File: src/rtl/load_store_unit.sv
// Load/store unit: one request at a time, byte/half/word accesses mapped onto a
// word-wide data memory, with read-modify-write for sub-word stores.
module load_store_unit #(
    parameter int ADDR_W = 32,
    parameter int MEM_AW = 10
) (
    input  logic              clk,
    input  logic              rst_n,
    input  logic              req_valid,
    output logic              req_ready,
    input  logic              req_we,
    input  logic [1:0]        req_size,
    input  logic              req_signed,
    input  logic [ADDR_W-1:0] req_addr,
    input  logic [31:0]       req_wdata,
    output logic              resp_valid,
    input  logic              resp_ready,
    output logic [31:0]       resp_data,
    output logic              resp_err,
    output logic              mem_en,
    output logic              mem_we,
    output logic [MEM_AW-1:0] mem_addr,
    output logic [31:0]       mem_wdata,
    input  logic [31:0]       mem_rdata
);

    localparam logic [1:0] SZ_BYTE = 2'b00;
    localparam logic [1:0] SZ_HALF = 2'b01;
    localparam logic [1:0] SZ_WORD = 2'b10;

    typedef enum logic [2:0] {
        IDLE    = 3'd0,
        RD      = 3'd1,
        RD_DATA = 3'd2,
        WR      = 3'd3,
        RESP    = 3'd4
    } state_t;

    function automatic logic req_fault(input logic [1:0] size, input logic [ADDR_W-1:0] addr);
        logic f;
        case (size)
            SZ_BYTE: f = 1'b0;
            SZ_HALF: f = addr[0];
            SZ_WORD: f = (addr[1:0] != 2'b00);
            default: f = 1'b1;
        endcase
        return f | (addr[ADDR_W-1:MEM_AW+2] != {(ADDR_W-MEM_AW-2){1'b0}});
    endfunction

    // Little-endian lane extraction followed by sign/zero extension.
    function automatic logic [31:0] load_format(input logic [31:0] word, input logic [1:0] size,
                                                input logic [1:0] off, input logic sgn);
        logic [7:0]  b;
        logic [15:0] h;
        logic [31:0] res;
        b = word[{off, 3'b000} +: 8];
        h = word[{off[1], 4'b0000} +: 16];
        case (size)
            SZ_BYTE: res = {{24{sgn & b[7]}}, b};
            SZ_HALF: res = {{16{sgn & h[15]}}, h};
            default: res = word;
        endcase
        return res;
    endfunction

    function automatic logic [31:0] store_merge(input logic [31:0] word, input logic [31:0] data,
                                                input logic [1:0] size, input logic [1:0] off);
        logic [31:0] res;
        res = word;
        case (size)
            SZ_BYTE: res[{off, 3'b000} +: 8]    = data[7:0];
            SZ_HALF: res[{off[1], 4'b0000} +: 16] = data[15:0];
            default: res = data;
        endcase
        return res;
    endfunction

    state_t            r_state, w_state;
    logic              r_we, w_we;
    logic [1:0]        r_size, w_size;
    logic              r_signed, w_signed;
    logic [1:0]        r_off, w_off;
    logic [MEM_AW-1:0] r_word_addr, w_word_addr;
    logic [31:0]       r_wdata, w_wdata;

    logic              r_req_ready, w_req_ready;
    logic              r_resp_valid, w_resp_valid;
    logic [31:0]       r_resp_data, w_resp_data;
    logic              r_resp_err, w_resp_err;
    logic              r_mem_en, w_mem_en;
    logic              r_mem_we, w_mem_we;
    logic [MEM_AW-1:0] r_mem_addr, w_mem_addr;
    logic [31:0]       r_mem_wdata, w_mem_wdata;

    logic              w_accept;
    logic              w_fault;
    logic [MEM_AW-1:0] w_req_word;
    logic [31:0]       w_merged;
    logic [31:0]       w_loaded;

    assign w_accept   = req_valid & r_req_ready;
    assign w_fault    = req_fault(req_size, req_addr);
    assign w_req_word = req_addr[MEM_AW+1:2];
    assign w_merged   = store_merge(mem_rdata, r_wdata, r_size, r_off);
    assign w_loaded   = load_format(mem_rdata, r_size, r_off, r_signed);

    // All outputs are computed for the next state here and registered below,
    // so every port is a flop that already reflects the state it belongs to.
    always_comb begin
        w_state      = r_state;
        w_we         = r_we;
        w_size       = r_size;
        w_signed     = r_signed;
        w_off        = r_off;
        w_word_addr  = r_word_addr;
        w_wdata      = r_wdata;
        w_req_ready  = 1'b0;
        w_resp_valid = 1'b0;
        w_resp_data  = 32'h0000_0000;
        w_resp_err   = 1'b0;
        w_mem_en     = 1'b0;
        w_mem_we     = 1'b0;
        w_mem_addr   = {MEM_AW{1'b0}};
        w_mem_wdata  = 32'h0000_0000;
        case (r_state)
            IDLE: begin
                if (w_accept) begin
                    w_we        = req_we;
                    w_size      = req_size;
                    w_signed    = req_signed;
                    w_off       = req_addr[1:0];
                    w_word_addr = w_req_word;
                    w_wdata     = req_wdata;
                    if (w_fault) begin
                        w_state      = RESP;
                        w_resp_valid = 1'b1;
                        w_resp_err   = 1'b1;
                    end else if (req_we && (req_size == SZ_WORD)) begin
                        w_state     = WR;
                        w_mem_en    = 1'b1;
                        w_mem_we    = 1'b1;
                        w_mem_addr  = w_req_word;
                        w_mem_wdata = req_wdata;
                    end else begin
                        w_state    = RD;
                        w_mem_en   = 1'b1;
                        w_mem_addr = w_req_word;
                    end
                end else begin
                    w_state     = IDLE;
                    w_req_ready = 1'b1;
                end
            end
            RD: begin
                w_state = RD_DATA;
            end
            RD_DATA: begin
                if (r_we) begin
                    w_state     = WR;
                    w_mem_en    = 1'b1;
                    w_mem_we    = 1'b1;
                    w_mem_addr  = r_word_addr;
                    w_mem_wdata = w_merged;
                end else begin
                    w_state      = RESP;
                    w_resp_valid = 1'b1;
                    w_resp_data  = w_loaded;
                end
            end
            WR: begin
                w_state      = RESP;
                w_resp_valid = 1'b1;
            end
            RESP: begin
                if (resp_ready) begin
                    w_state     = IDLE;
                    w_req_ready = 1'b1;
                end else begin
                    w_resp_valid = 1'b1;
                    w_resp_data  = r_resp_data;
                    w_resp_err   = r_resp_err;
                end
            end
            default: begin
                w_state     = IDLE;
                w_req_ready = 1'b1;
            end
        endcase
    end

    // State and captured request context.
    always_ff @(posedge clk or negedge rst_n) begin
        if (!rst_n) begin
            r_state     <= IDLE;
            r_we        <= 1'b0;
            r_size      <= 2'b00;
            r_signed    <= 1'b0;
            r_off       <= 2'b00;
            r_word_addr <= {MEM_AW{1'b0}};
            r_wdata     <= 32'h0000_0000;
        end else begin
            r_state     <= w_state;
            r_we        <= w_we;
            r_size      <= w_size;
            r_signed    <= w_signed;
            r_off       <= w_off;
            r_word_addr <= w_word_addr;
            r_wdata     <= w_wdata;
        end
    end

    // Registered handshake and memory-port outputs.
    always_ff @(posedge clk or negedge rst_n) begin
        if (!rst_n) begin
            r_req_ready  <= 1'b1;
            r_resp_valid <= 1'b0;
            r_resp_data  <= 32'h0000_0000;
            r_resp_err   <= 1'b0;
            r_mem_en     <= 1'b0;
            r_mem_we     <= 1'b0;
            r_mem_addr   <= {MEM_AW{1'b0}};
            r_mem_wdata  <= 32'h0000_0000;
        end else begin
            r_req_ready  <= w_req_ready;
            r_resp_valid <= w_resp_valid;
            r_resp_data  <= w_resp_data;
            r_resp_err   <= w_resp_err;
            r_mem_en     <= w_mem_en;
            r_mem_we     <= w_mem_we;
            r_mem_addr   <= w_mem_addr;
            r_mem_wdata  <= w_mem_wdata;
        end
    end

    assign req_ready  = r_req_ready;
    assign resp_valid = r_resp_valid;
    assign resp_data  = r_resp_data;
    assign resp_err   = r_resp_err;
    assign mem_en     = r_mem_en;
    assign mem_we     = r_mem_we;
    assign mem_addr   = r_mem_addr;
    assign mem_wdata  = r_mem_wdata;

endmodule

File: config.mk
export PLATFORM = sky130hd
export DESIGN_NAME = load_store_unit
export DESIGN_NICKNAME = d
export VERILOG_FILES = /design/src/rtl/load_store_unit.sv
export SDC_FILE = /design/constraint.sdc
export NUM_CORES = 1
export LEC_CHECK = 0
export CAP_MARGIN = 20
export CORE_UTILIZATION = 40
export DETAILED_ROUTE_END_ITERATION = 12
export PLACE_DENSITY = 0.73
export SYNTH_ARGS = -nofsm -noshare
export SYNTH_HDL_FRONTEND = slang
export SYNTH_SLANG_ARGS = --single-unit
File: constraint.sdc
create_clock -name clk -period 2.4 [get_ports clk]
set_input_delay 0.36 -clock clk [delete_from_list [all_inputs] [get_ports clk]]
set_output_delay 0.36 -clock clk [all_outputs]
set_load 0.005 [all_outputs]
Yosys cells after proc, flatten, opt, wreduce, memory -nomap -nowiden
Cells that the tools add are included.

storage, ports and cells
  output and inout bits = 79
  flip-flop bits (word level) = 130
  input port bits = 104

operators by class
  bitwise operators = 4
  eq/ne operators = 8
  shift-type cells = 6
  mux-type cells = 41
  $add $sub $neg = 2
  reduce and logical (&&, ||, !) cells = 8

operator list
  operator                                               number
  case mux 32 bit (2 select lines)                       4
  two-way mux 32 bit                                     6
  bitwise mux 32 bit                                     2
  variable shift 16 x 7 -> 32 bit, first input constant  1
  variable shift 8 x 7 -> 32 bit, first input constant   1
  indexed part select 16 x 7 -> 32 bit                   1
  indexed part select 32 x 6 -> 16 bit                   1
  indexed part select 32 x 6 -> 8 bit                    1
  indexed part select 8 x 7 -> 32 bit                    1
  two-way mux 10 bit                                     3
  case mux 10 bit (2 select lines)                       1
  nonzero test 20 bit                                    1
  case mux 3 bit (5 select lines)                        1
  negation 5 -> 7 bit                                    2
  two-way mux 1 bit                                      13
  two-way mux 3 bit                                      4
  == test 3 x 2 -> 1 bit, second input constant          2
  case mux 1 bit (2 select lines)                        3
  case mux 1 bit (3 select lines)                        2
  == test 2 x 1 -> 1 bit, second input constant          2
  zero test 2 bit                                        2
  case mux 1 bit (4 select lines)                        1
  AND 1 bit                                              3
  == test 3 x 1 -> 1 bit, second input constant          1
  other kinds (10)                                       10

Longest topological paths before layout
  depth after elaboration = 6
  gate-level depth with buffers = 9
  depth with buffers taken out = 6

Worst setup path before layout
No wires, ideal clock.

  path kind = reg-to-reg
  from = reg r_off[0]
  to = reg r_mem_wdata[24], in the netlist mem_wdata[24]
  setup slack = -0.118 ns
  stages on the path, launching flop included = 9
  buffers on the path = 2
  data required time = 2.322 ns
  arrival time = 2.440 ns
  clock period less this slack = 2.518 ns
  path through = dfrtp_1 buf_1 inv_1 ha_1 nor4b_1 buf_2 a32o_1 a221oi_1 o2bb2ai_1

on the way
  word-level cells in the longest chain between the ends = 6

ends and longest elaborated chain
  what                                                                                          line  source
  start, declared                                                                               82    logic [1:0] r_off, w_off;
  start signal, assigned                                                                        206   r_off <= w_off;
  negation 5 -> 7 bit (*)                                                                       71    SZ_BYTE: res[{off, 3'b000} +: 8] = data[7:0];
  indexed part select 8 x 7 -> 32 bit / variable shift 8 x 7 -> 32 bit (equally long branches)  71
  bitwise mux 32 bit (*)                                                                        71
  case mux 32 bit (2 select lines) (*)                                                          70    case (size)
  two-way mux 32 bit (*)                                                                        158   if (r_we) begin
  case mux 32 bit (2 select lines) (*)                                                          125   case (r_state)
  net w_mem_wdata[24]                                                                           93    logic [31:0] r_mem_wdata, w_mem_wdata;
  end signal, assigned                                                                          231   r_mem_wdata <= w_mem_wdata;
  end, declared                                                                                 93

Mark *: on every way through the listed nets, which the timed path passes. The rest lies on a longest branch.
A chain may end at the register's enable or synchronous reset.

Final worst setup path
  from = reg r_size[1]
  to = reg r_mem_wdata[10], in the netlist mem_wdata[10]

on the way
  word-level cells in the longest chain between the ends = 4

ends and longest elaborated chain
  what                                                              line  source
  start, declared                                                   80    logic [1:0] r_size, w_size;
  start signal, assigned                                            204   r_size <= w_size;
  == test 2 x 1 -> 1 bit / zero test 2 bit (equally long branches)  70
  case mux 32 bit (2 select lines) (*)                              70
  two-way mux 32 bit (*)                                            158
  case mux 32 bit (2 select lines) (*)                              125
  net w_mem_wdata[10]                                               93

Marks and branches as above.

==> flow_metrics.py <==
metrics = {
    "status": {
        "status": "finished clean",
    },
    "sta": {
        "slew_headroom_pct": 29.1,
        "fmax_ghz": 0.451,
        "worst_slew_pin_slew_ns": 1.06,
        "min_period_ns": 2.22,
        "hold_viol": 0,
        "tns_ns": 0,
        "timing.final.crit_share_pct": 92.3,
        "setup_violations": 0,
        "drv_slew": 0,
        "rsz0062_at_grt": "no",
        "fin_worst_skew_ns": 0.00579,
    },
    "drt": {
        "viasPerCell": 5.79,
        "drc": 0,
        "initialDrtViolationCount": 467,
        "num_vias": 6440,
        "firstDrtPassIters": 5,
        "ant_nets": 0,
        "drt_wl_total_um": 22100,
        "wire_per_inst_um": 19.8,
    },
    "setup_path": {
        "crit_family": "simple AND/OR/NAND/NOR gates",
        "timing.rr.end": "mem_wdata[10]$_DFF_PN0_",
        "crit_fanout": 23,
        "start_kind": "flop",
        "cp.arrival_ns": 2.57,
        "rr_startpoint": "r_size[1]$_DFFE_PN0P_",
        "cp_cell_sequence": "nor3_1, a22oi_1, nand3_1, a22o_1",
        "rr_worst_depth": 4,
        "crit_required_ns": 2.76,
        "reg2reg_slack_ns": 0.18,
        "cp_num_buf_inv": 0,
        "cp_slowest_cell": "nor3_1",
        "path_depth": 4,
        "end_kind": "flop",
        "worstSetupPathType": "flop to flop",
        "max_stage_delay_ns": 0.98,
    },
    "logic_synthesis": {
        "synth_edf_count": 0,
        "syn_area_mm2": 0.00677,
        "synth_nets": 806,
        "async_flop_share_pct": 100,
        "syn_inst": 697,
        "netlist.area_leader.share_pct": 47.7,
        "yosysWarningCount": 0,
        "synth_area_leaders": "dfrtp_1 (48%), nand2_1 (8.2%), mux2_2 (3.3%)",
        "ys_seq_area_share_pct": 48.1,
        "yosysTopAreaCell": "dfrtp_1",
        "ys_ff_latch": 130,
        "yosysUniqueCellTypes": 49,
        "avgSynthCellArea_um2": 9.71,
        "synth_ff_type": "dfrtp_1",
    },
    "cts": {
        "cts_root_buf": "clkbuf_16",
        "cts_sinks": 130,
        "clockBufferDepth": 2,
        "path_clk_slew_ns": 0.06,
        "cts_buffers": 17,
        "h-tree-depth": 4,
        "worst_skew_pair.late_latency_ns": 0.42,
        "cts_tree": "built",
        "cts_resized": 0,
    },
    "global_route": {
        "met1_usage_pct": 34.4,
        "grt_usage_pct": 26.4,
        "grt_pass1_wl_um": 35200,
        "grt_max_degree": 58,
        "antenna_found_initial": 0,
        "first_global_vias": 6339,
        "overflow": 0,
        "grt_busiest_layer": "met2",
        "met2_usage_pct": 41.3,
        "grt_use_met3_pct": 8.34,
    },
    "placement": {
        "hpwl_um": 15900,
        "gp_congestion": 0.881,
        "io_buffer_count": 182,
    },
    "final_layout": {
        "fillers": 1467,
        "syn_to_final_growth_pct": 41.3,
        "finalNetCount": 990,
        "utilization_pct": 57.7,
        "layout_commonest_cell": "clkdlybuf4s50_1",
        "mostFrequentLayoutCells": "clkdlybuf4s50_1 (181), nand2_1 (147), dfrtp_1 (128)",
        "final_layout_size_suffix_gt1_share_pct": 12.5,
        "antenna_cells": 0,
    },
    "power": {
        "p_comb_share_pct": 38.5,
        "internal_power_mw": 5.68,
        "power.share.clock_pct": 27.4,
        "leakage_nw": 4.16,
        "ir_worst_vdd_mv": 0.681,
        "powerDensity_mw_per_mm2": 962,
        "sw_frac_of_total_pct": 38.3,
        "net-switching-power_mw": 3.53,
        "pwr-share-seq_pct": 34.2,
    },
    "floorplan": {
        "core_mm2": 0.0166,
        "die_area_mm2": 0.0175,
        "start_util_pct": 40.8,
        "die_x_um": 132,
        "row_count": 47,
        "die_y_um": 132,
        "io_pins": 183,
    },
    "run": {
        "cap_violations": 0,
    },
    "min_path": {
        "hold_class": "input port to async pin",
    },
}
## logic make-up (layout without fill, tap and decap cells)
family	count (synthesis)	after routing	synth area share (%)
buf+inv	69	265	4.20
flops	130	130	48.1
mux	35	35	6.47
fa+ha+maj	5	5	0.924
compound gates	202	202	22.4
simple gates	256	256	17.9
## synthesized netlist by cell type (all sizes together), types with 4 or more instances
cell	number
nor3	6
nor2	16
nand2	147
nor2b	7
a22o	21
a221o	17
o21ai	43
inv	12
nand4	8
a221oi	10
nor4b	5
a32oi	8
o221ai	4
nand2b	15
and2	5
a21o	4
nor4	7
o2bb2ai	8
ha	5
o211ai	10
o21a	5
mux2i	10
clkbuf	35
buf	21
nand3	32
mux2	20
o22a	4
a21oi	29
dfrtp	129
a22oi	19
a32o	18
mux4	5
## power groups by stage
stage	logic [mW]	clock network, mW	registers [mW]
detailed placement	3.49	0	3.16
global placement	3.45	0	3.16
CTS	3.51	2.57	3.13
global route	3.92	2.67	3.19
finish	3.54	2.52	3.15
floorplan	2.47	0	2.92
## per-stage QoR
stage | area (µm²) | worst slack (ns) | hold WS (ns) | power [mW] | std cells
after floorplan | 6780 | 0.135 | 0.0644 | 5.38 | 697
after global placement | 8980 | 0.157 | 0.356 | 6.61 | 1081
after detailed placement | 8980 | 0.131 | 0.355 | 6.65 | 1081
after CTS | 9570 | 0.240 | 0.440 | 9.21 | 1113
after global routing | 9570 | 0.0435 | 0.473 | 9.78 | 1113
final | 9570 | 0.184 | 0.437 | 9.21 | 1113
## registers in the layout (all words and copies together), names as in the netlist, 2 cells and up
signal	count
mem_addr	10
r_size	2
mem_wdata	32
r_word_addr	10
r_wdata	32
resp_data	32
r_off	2
r_state	3
## how the worst max path moves through the flow
| stage | start | endpoint |
|---|---|---|
| after floorplan | r_off[0]$_DFFE_PN0P_ | mem_wdata[24]$_DFF_PN0_ |
| after global placement | req_addr[17] | r_state[1]$_DFFE_PN0N_ |
| after detailed placement | req_valid | r_state[1]$_DFFE_PN0N_ |
| after CTS | r_size[1]$_DFFE_PN0P_ | mem_wdata[8]$_DFF_PN0_ |
| after global routing | r_size[1]$_DFFE_PN0P_ | mem_wdata[11]$_DFF_PN0_ |
| final | r_size[1]$_DFFE_PN0P_ | mem_wdata[10]$_DFF_PN0_ |
## layout make-up
| class | count | area, µm² | share of cell area, % |
|---|---|---|---|
| repair buffers | 221 | 2150 | 22.5 |
| clock inverters | 12 | 135 | 1.41 |
| multi-input cells | 498 | 3260 | 34.1 |
| clock buffers | 19 | 443 | 4.63 |
| flip-flops and latches | 130 | 3260 | 34.0 |
| inverters | 13 | 48.8 | 0.510 |
| well taps | 220 | 275 | 2.88 |
## routing by layer
layer | vias to the layer above | routed length [µm]
met1 | 3138 | 9140
met2 | 316 | 10300
li1 | 2948 | -
met4 | 0 | 534
met5 | - | 0
met3 | 38 | 2110
## what timing repair did
action	in CTS	in global routing
buffers inserted	0	0
hold buffers	1	0
endpoints found under the setup margin	0	0
endpoints found under the hold margin	30	0
No activity file was read; power rests on OpenSTA's default activity.
